==> src/rtl/wb_reg_guard_pkg.sv <==
// Shared definitions for the registered Wishbone guard bridge: FSM states,
// slave response codes and small elaboration-time helpers.
package wb_reg_guard_pkg;

  typedef enum logic [1:0] {
    ST_IDLE = 2'd0,
    ST_REQ  = 2'd1,
    ST_GAP  = 2'd2,
    ST_RESP = 2'd3
  } state_t;

  typedef enum logic [1:0] {
    RSP_NONE = 2'd0,
    RSP_ACK  = 2'd1,
    RSP_ERR  = 2'd2,
    RSP_RTY  = 2'd3
  } rsp_t;

  // Counter width able to hold 0..maxval; never narrower than one bit.
  function automatic int unsigned cnt_width(input int unsigned maxval);
    return (maxval == 0) ? 1 : $clog2(maxval + 1);
  endfunction

  // Simultaneous slave terminations resolve as err > ack > rty.
  function automatic rsp_t decode_rsp(input logic ack, input logic err, input logic rty);
    if (err)      return RSP_ERR;
    else if (ack) return RSP_ACK;
    else if (rty) return RSP_RTY;
    else          return RSP_NONE;
  endfunction

endpackage

==> src/rtl/wb_txn_timer.sv <==
// Watchdog counter for one outstanding slave strobe: cleared between strobes,
// counts while enabled, saturates, and flags expiry at TIMEOUT_CYCLES-1.
module wb_txn_timer
  import wb_reg_guard_pkg::*;
#(
  parameter int unsigned TIMEOUT_CYCLES = 256
) (
  input  logic clk,
  input  logic rst,
  input  logic clr,
  input  logic en,
  output logic expire
);

  localparam int unsigned W = cnt_width(TIMEOUT_CYCLES);

  generate
    if (TIMEOUT_CYCLES == 0) begin : g_off
      logic unused_timer;
      assign unused_timer = ^{clk, rst, clr, en};
      assign expire       = 1'b0;
    end else begin : g_on
      localparam logic [W-1:0] LAST = W'(TIMEOUT_CYCLES - 1);
      localparam logic [W-1:0] SAT  = W'(TIMEOUT_CYCLES);
      logic [W-1:0] count;

      always_ff @(posedge clk) begin
        if (rst || clr) begin
          count <= '0;
        end else if (en && (count != SAT)) begin
          count <= count + 1'b1;
        end
      end

      assign expire = en && (count == LAST);
    end
  endgenerate

endmodule

==> src/rtl/wb_reg_guard.sv <==
// Registered Wishbone classic bridge with a bus-timeout watchdog and bounded
// automatic replay of RTY-terminated cycles.
module wb_reg_guard
  import wb_reg_guard_pkg::*;
#(
  parameter int unsigned DATA_WIDTH     = 32,
  parameter int unsigned ADDR_WIDTH     = 32,
  parameter int unsigned SELECT_WIDTH   = DATA_WIDTH / 8,
  parameter int unsigned TIMEOUT_CYCLES = 256,
  parameter int unsigned MAX_RETRY      = 3
) (
  input  logic                    clk,
  input  logic                    rst,
  input  logic [ADDR_WIDTH-1:0]   wbm_adr_i,
  input  logic [DATA_WIDTH-1:0]   wbm_dat_i,
  output logic [DATA_WIDTH-1:0]   wbm_dat_o,
  input  logic                    wbm_we_i,
  input  logic [SELECT_WIDTH-1:0] wbm_sel_i,
  input  logic                    wbm_stb_i,
  input  logic                    wbm_cyc_i,
  output logic                    wbm_ack_o,
  output logic                    wbm_err_o,
  output logic                    wbm_rty_o,
  output logic [ADDR_WIDTH-1:0]   wbs_adr_o,
  output logic [DATA_WIDTH-1:0]   wbs_dat_o,
  input  logic [DATA_WIDTH-1:0]   wbs_dat_i,
  output logic                    wbs_we_o,
  output logic [SELECT_WIDTH-1:0] wbs_sel_o,
  output logic                    wbs_stb_o,
  output logic                    wbs_cyc_o,
  input  logic                    wbs_ack_i,
  input  logic                    wbs_err_i,
  input  logic                    wbs_rty_i,
  output logic                    timeout_o,
  output logic                    busy_o
);

  localparam int unsigned RW = cnt_width(MAX_RETRY);
  localparam logic [RW-1:0] RETRY_MAX = RW'(MAX_RETRY);

  state_t                  state, state_n;
  logic [RW-1:0]           retry_cnt, retry_cnt_n;
  logic [ADDR_WIDTH-1:0]   adr_n;
  logic [DATA_WIDTH-1:0]   wdat_n, rdat_n;
  logic [SELECT_WIDTH-1:0] sel_n;
  logic                    we_n, stb_n, cyc_n;
  logic                    ack_n, err_n, rty_n, tmo_n;
  logic                    expire;
  rsp_t                    rsp;

  wb_txn_timer #(
    .TIMEOUT_CYCLES(TIMEOUT_CYCLES)
  ) u_timer (
    .clk   (clk),
    .rst   (rst),
    .clr   (state != ST_REQ),
    .en    (state == ST_REQ),
    .expire(expire)
  );

  assign rsp    = decode_rsp(wbs_ack_i, wbs_err_i, wbs_rty_i);
  assign busy_o = (state != ST_IDLE);

  always_comb begin
    state_n     = state;
    retry_cnt_n = retry_cnt;
    adr_n       = wbs_adr_o;
    wdat_n      = wbs_dat_o;
    we_n        = wbs_we_o;
    sel_n       = wbs_sel_o;
    stb_n       = wbs_stb_o;
    cyc_n       = wbs_cyc_o;
    rdat_n      = wbm_dat_o;
    ack_n       = 1'b0;
    err_n       = 1'b0;
    rty_n       = 1'b0;
    tmo_n       = 1'b0;

    case (state)
      ST_IDLE: begin
        if (wbm_cyc_i && wbm_stb_i) begin
          adr_n       = wbm_adr_i;
          wdat_n      = wbm_dat_i;
          we_n        = wbm_we_i;
          sel_n       = wbm_sel_i;
          stb_n       = 1'b1;
          cyc_n       = 1'b1;
          retry_cnt_n = '0;
          state_n     = ST_REQ;
        end
      end
      ST_REQ: begin
        // A master that has walked away gets no response, even if the slave answers now.
        if (!wbm_cyc_i) begin
          stb_n   = 1'b0;
          cyc_n   = 1'b0;
          state_n = ST_IDLE;
        end else begin
          case (rsp)
            RSP_ERR: begin
              rdat_n  = '0;
              err_n   = 1'b1;
              stb_n   = 1'b0;
              cyc_n   = 1'b0;
              state_n = ST_RESP;
            end
            RSP_ACK: begin
              rdat_n  = wbs_dat_i;
              ack_n   = 1'b1;
              stb_n   = 1'b0;
              cyc_n   = 1'b0;
              state_n = ST_RESP;
            end
            RSP_RTY: begin
              if (retry_cnt < RETRY_MAX) begin
                retry_cnt_n = retry_cnt + 1'b1;
                stb_n       = 1'b0;
                state_n     = ST_GAP;
              end else begin
                rty_n   = 1'b1;
                stb_n   = 1'b0;
                cyc_n   = 1'b0;
                state_n = ST_RESP;
              end
            end
            default: begin
              if (expire) begin
                rdat_n  = '0;
                err_n   = 1'b1;
                tmo_n   = 1'b1;
                stb_n   = 1'b0;
                cyc_n   = 1'b0;
                state_n = ST_RESP;
              end
            end
          endcase
        end
      end
      ST_GAP: begin
        if (!wbm_cyc_i) begin
          stb_n   = 1'b0;
          cyc_n   = 1'b0;
          state_n = ST_IDLE;
        end else begin
          stb_n   = 1'b1;
          state_n = ST_REQ;
        end
      end
      default: begin
        state_n = ST_IDLE;
      end
    endcase
  end

  always_ff @(posedge clk) begin
    if (rst) begin
      state     <= ST_IDLE;
      retry_cnt <= '0;
      wbs_adr_o <= '0;
      wbs_dat_o <= '0;
      wbs_we_o  <= 1'b0;
      wbs_sel_o <= '0;
      wbs_stb_o <= 1'b0;
      wbs_cyc_o <= 1'b0;
      wbm_dat_o <= '0;
      wbm_ack_o <= 1'b0;
      wbm_err_o <= 1'b0;
      wbm_rty_o <= 1'b0;
      timeout_o <= 1'b0;
    end else begin
      state     <= state_n;
      retry_cnt <= retry_cnt_n;
      wbs_adr_o <= adr_n;
      wbs_dat_o <= wdat_n;
      wbs_we_o  <= we_n;
      wbs_sel_o <= sel_n;
      wbs_stb_o <= stb_n;
      wbs_cyc_o <= cyc_n;
      wbm_dat_o <= rdat_n;
      wbm_ack_o <= ack_n;
      wbm_err_o <= err_n;
      wbm_rty_o <= rty_n;
      timeout_o <= tmo_n;
    end
  end

endmodule

==> config.mk <==
export PLATFORM = sky130hd
export DESIGN_NAME = wb_reg_guard
export DESIGN_NICKNAME = d
export VERILOG_FILES = /design/src/rtl/wb_reg_guard_pkg.sv /design/src/rtl/wb_txn_timer.sv /design/src/rtl/wb_reg_guard.sv
export SDC_FILE = /design/constraint.sdc
export NUM_CORES = 1
export LEC_CHECK = 0
export CAP_MARGIN = 10
export CORE_ASPECT_RATIO = 1.1
export CORE_MARGIN = 2
export CORE_UTILIZATION = 30
export DETAILED_ROUTE_END_ITERATION = 16
export GPL_TIMING_DRIVEN = 1
export PLACE_DENSITY = 0.7
export SLEW_MARGIN = 20
export SYNTH_ARGS = -nofsm -noshare
export SYNTH_HDL_FRONTEND = slang
export SYNTH_SLANG_ARGS = --single-unit
==> constraint.sdc <==
create_clock -name clk -period 3.2 [get_ports clk]
set_clock_uncertainty 0.2 [all_clocks]
set_input_delay 0.48 -clock clk [delete_from_list [all_inputs] [get_ports clk]]
set_output_delay 0.48 -clock clk [all_outputs]
set_load 0.05 [all_outputs]
---- Word level (Yosys, flattened, before mapping) ----
Index checks and enable logic that the tools add are counted.
storage, ports and cells
  output and inout bits ................... 108
  word-level logic and storage cells ...... 89
  register bits after elaboration ......... 120
  input port bits ......................... 108
operators by class
  eq/ne operators ......................... 16
  reductions and logical operators ........ 21
  add/sub/neg operators ................... 2
  muxes and demuxes ....................... 32
  $lt $le $gt $ge ......................... 1
  bitwise logic cells ..................... 3
operators with widths
  kind                 number
  $pmux 32 s3          1
  $mux 32              1
  $mux 2               10
  $mux 1               13
  $ne 2x2->1 const B   5
  $reduce_and 5->1     2
  $add 9x1->9 const B  1
  $eq 9x8->1 const B   1
  $ne 9x9->1 const B   1
  $ne 4x4->1 const B   2
  $pmux 2 s2           2
  $eq 2x2->1 const B   3
  $pmux 1 s3           2
  $pmux 2 s3           1
  $reduce_bool 3->1    2
  $reduce_or 3->1      2
  $reduce_or 6->1      1
  $ne 5x5->1 const B   1
  $eq 2x1->1 const B   2
  $pmux 1 s2           2
  $reduce_and 2->1     2
  $reduce_and 4->1     1
  $reduce_bool 2->1    2
  $reduce_or 2->1      2
  other kinds (9)      13

---- Logic depth before layout (Yosys ltp) ----
  word-level depth ........................ 8
  gate-level depth with buffers ........... 10
  gate-level depth less buffers ........... 9

---- By module ----
A second synthesis with hierarchy kept.
second synthesis, totals
  cells, all modules ...................... 580
  area total of the unflattened synthesis .. 4828.4 µm²
by module, submodules not included
  module        sequential area each (µm²)  cells an instance  area each (µm²)  times used
  wb_reg_guard  2222.1                      526                4355.4           1
  wb_txn_timer  180.2                       54                 473.0            1

---- Worst setup path before layout ----
Ideal clock, no wire load.
  path type ............................... reg-to-reg
  start ................................... register u_timer.g_on.count[0]
  end ..................................... register wbm_dat_o[0]
  data arrival time ....................... 1.965 ns
  setup slack ............................. 0.964 ns
  period minus slack after synthesis ...... 2.236 ns
  cell stages (with the launch flop) ...... 11
  library setup time ...................... 0.070 ns
  path buffers ............................ 1
  required time ........................... 2.930 ns
  cells stage by stage .................... dfxtp_1 -> ha_1 -> nand2_1 -> nor2_1 -> and3_1 -> ha_1 -> nand2b_1 -> a21oi_1 -> clkbuf_1 -> nand3_1 -> a21oi_1
between the ends
  longest elaborated chain between the ends .. 4
ends and longest elaborated chain
  element                      RTL line             RTL
  start: declaration           wb_txn_timer.sv:25   logic [W-1:0] count;
  start signal: assignment     wb_txn_timer.sv:31   count <= count + 1'b1;
  $eq 9x8->1                   wb_txn_timer.sv:35   assign expire = en && (count == LAST);
  $logic_and 1x1->1            wb_txn_timer.sv:35
  $reduce_bool 3->1 (no line)  n/a
  $reduce_and 4->1 (no line)   n/a
  end signal: assignment       wb_reg_guard.sv:179  wbm_dat_o <= rdat_n;
  end: declaration             wb_reg_guard.sv:16   output logic [DATA_WIDTH-1:0] wbm_dat_o,
Every way passes these cells.
A chain may end at the register's enable or synchronous reset.

---- Worst setup path after layout ----
  start ................................... register state[0]
  end ..................................... output busy_o
between the ends
  longest elaborated chain between the ends .. 1
ends and longest elaborated chain
  element                   RTL line             RTL
  start: declaration        wb_reg_guard.sv:41   state_t state, state_n;
  start signal: assignment  wb_reg_guard.sv:171  state <= state_n;
  $reduce_bool 2->1         wb_reg_guard.sv:62   assign busy_o = (state != ST_IDLE);
  end: declaration          wb_reg_guard.sv:35   output logic busy_o
Every way passes these cells.

==> results.py <==
metrics = {
    "outcome": {
        "status": "complete, no violations",
    },
    "floorplanning": {
        "die_area_sq_um": 16000,
        "die_x_um": 121,
        "die_h_um": 132,
        "rows": 46,
        "ioPinCount": 216,
        "core_region_area_sq_um": 14600,
        "start_util": 0.309,
    },
    "detailed_routing": {
        "drt_iter0_markers": 194,
        "routed-via-count": 4467,
        "wirelength_mm": 12.9,
        "vias_per_cell": 4.63,
        "final_antenna_net_count": 0,
        "drc": 0,
        "drt-pass1-iter-count": 4,
        "wl_per_cell_um": 13.4,
    },
    "cells_and_area": {
        "antennaDiodeCount": 0,
        "fin_nets": 878,
        "final_cells": 964,
        "area_growth_pct": 63.4,
        "fin_area_sq_um": 7350,
        "fin_util": 0.505,
        "drive_gt1_frac": 0.0544,
    },
    "yosys": {
        "async_flop_share": 0,
        "syn_area_sq_um": 4500,
        "synthTopCellsByArea": "dfxtp_1 53%, nand2_1 15%, a21oi_1 12%",
        "ys_ff_latch": 120,
        "synth_nets": 676,
        "synthFlopType": "dfxtp_1",
        "synth.largest_area_cell": "dfxtp_1",
        "synth_edf_count": 0,
        "synthCells": 559,
        "synth_cell_types": 39,
        "syn_area_per_cell_sq_um": 8.04,
        "synth.top_cell.area_share": 0.534,
        "synth-seq-area-share": 0.534,
        "synth_warnings": 0,
    },
    "worst_setup_path": {
        "cp_num_buf_inv": 3,
        "slowest_delay_ns": 0.82,
        "cp_top_family": "buffers and inverters",
        "slowest_stage": "clkdlybuf4s50_1",
        "cp.arrival_ns": 2.14,
        "crit_path_frequent_cell": "inv_1",
        "cp.required_ns": 2.52,
        "cp-end-kind": "primary output",
        "crit_chain": "inv_1 > ha_1 > inv_1 > clkdlybuf4s50_1",
        "crit_fanout": 8,
        "startpoint_type": "register",
        "crit_type": "reg2out",
    },
    "cts": {
        "root_buffer": "clkbuf_16",
        "clock_sinks": 120,
        "clock_path_buffers": 2,
        "cts_made_buffers": 17,
        "clk_latency_ns": 0.41,
        "path_clk_slew_ns": 0.06,
        "post-cts-setup-buffers": 0,
        "cts_resized": 0,
        "cts_tree": "done",
        "hold_buffers": 0,
        "htree_levels": 4,
    },
    "grt": {
        "grt_pass1_wl_mm": 20.6,
        "track_usage": 0.162,
        "grt_max_degree": 55,
        "grt_overflow": 0,
        "grt_pass1_vias": 4135,
        "antenna_found_initial": 0,
    },
    "flow_run": {
        "cap_violations": 0,
    },
    "timing": {
        "fin_setup_tns_ns": 0,
        "worstMarginPinSlew_ns": 1.00,
        "slew_headroom": 0.332,
        "final_hold_viol_count": 0,
        "fmax_ghz": 0.354,
        "setup_ws_ns": 0.377,
        "slew_viol_final": 0,
        "post-route-min-period_ns": 2.82,
        "rsz0062_at_grt": "no",
        "finalCritPeriodShare": 0.882,
        "fin_hold_ws_ns": 0.226,
        "setup_viol": 0,
    },
    "power_and_ir_drop": {
        "powerDensity_nw_per_um2": 659,
        "total_power_mw": 4.84,
        "vdd_drop_max_uv": 357,
        "p_leak_nw": 2.58,
    },
    "placement": {
        "pre_cts_ws_ns": 0.555,
        "numPlacedInstances": 934,
        "gp_congestion": 0.860,
        "post_dp_cell_area_sq_um": 6790,
        "portBuffers": 215,
        "place_hpwl_mm": 8.84,
    },
    "worst_hold_path": {
        "hold_path_class": "in2reg",
    },
}
flip-flops by register name (all words and copies together), names as in the netlist:
register,cells
wbs_cyc_o,1
wbs_stb_o,1
state,2
wbs_we_o,1
wbs_dat_o,32
wbm_ack_o,1
wbm_dat_o,32
wbs_adr_o,32
wbs_sel_o,4
u_timer.g_on.count,9
timeout_o,1
wbm_err_o,1
retry_cnt,2
wbm_rty_o,1
Yosys cell counts, drive strengths merged, types with 2 or more instances:
cell type / n
or3: 2
nor2: 12
nor4b: 2
a311oi: 2
nand2: 180
a21o: 2
nor3: 4
xnor2: 3
nand4: 2
ha: 9
buf: 2
a21oi: 108
clkbuf: 38
and3: 3
nand3: 36
xor2: 2
inv: 7
nand3b: 2
nand2b: 6
dfxtp: 120
worst paths after layout:
check,start,to,slack [ns],depth (start not counted)
setup reg to reg,u_timer.g_on.count[0],wbm_dat_o[14],0.56,9
hold / removal,rst,wbs_stb_o,0.23,2
setup / recovery,state[0],busy_o,0.38,4
hold reg to reg,wbm_dat_o[12],wbm_dat_o[12],0.25,2
cells in the final DEF (no fill, tap or decap), drive strengths merged, types with 3 or more instances in the layout:
cell,netlist,final
a21oi,108,108
nand3,36,36
clkinv,0,6
dfxtp,120,120
inv,7,7
buf,2,9
clkdlybuf4s50,0,214
xnor2,3,3
nand2b,6,6
nor3,4,4
nand2,180,180
nor2,12,12
ha,9,9
and3,3,3
clkbuf,38,21
power by group:
group | leakage [nW] | switching, mW | internal, mW
logic | 1.32 | 0.849 | 0.474
registers | 0.974 | 0.0717 | 1.63
clock network | 0.278 | 0.651 | 1.17
total | 2.58 | 1.57 | 3.27
cell type report:
type	instances	area, sq um
clock buffers	21	460
clock inverters	9	101
repair buffers	223	2210
flip-flops and latches	120	2400
inverters	7	26.3
multi-input cells	392	1910
well taps	192	240
fillers	1395	7210
per-layer routing:
metal	global-route usage	wire length (um)	vias to the layer above	part of all wire
met4	0.0640	206	0	0.016
met5	0	0	-	0
met2	0.251	5750	186	0.45
met1	0.192	5480	2000	0.43
met3	0.0796	1440	17	0.11
li1	-	-	2264	-
cells by family after synthesis:
family                   count (synthesis)  synth area share
multiplexers                             1           0.00223
adder cells (fa/ha/maj)                  9            0.0250
buffers and inverters                   47            0.0440
AO/OA/AOI/OAI                          121             0.143
XOR/XNOR                                 5           0.00974
flip-flops                             120             0.534
AND/OR/NAND/NOR                        256             0.242
worst reg2reg max path, stage by stage (launching register included):
cell      delay (ns)
dfxtp_1         0.34
ha_1            0.25
nand2_1         0.08
nor2_1          0.06
and3_1          0.18
ha_1            0.19
nand2b_1        0.17
a21o_1          0.81
nand2_1         0.14
a21oi_1         0.15
(Power assumes the default switching activity.)
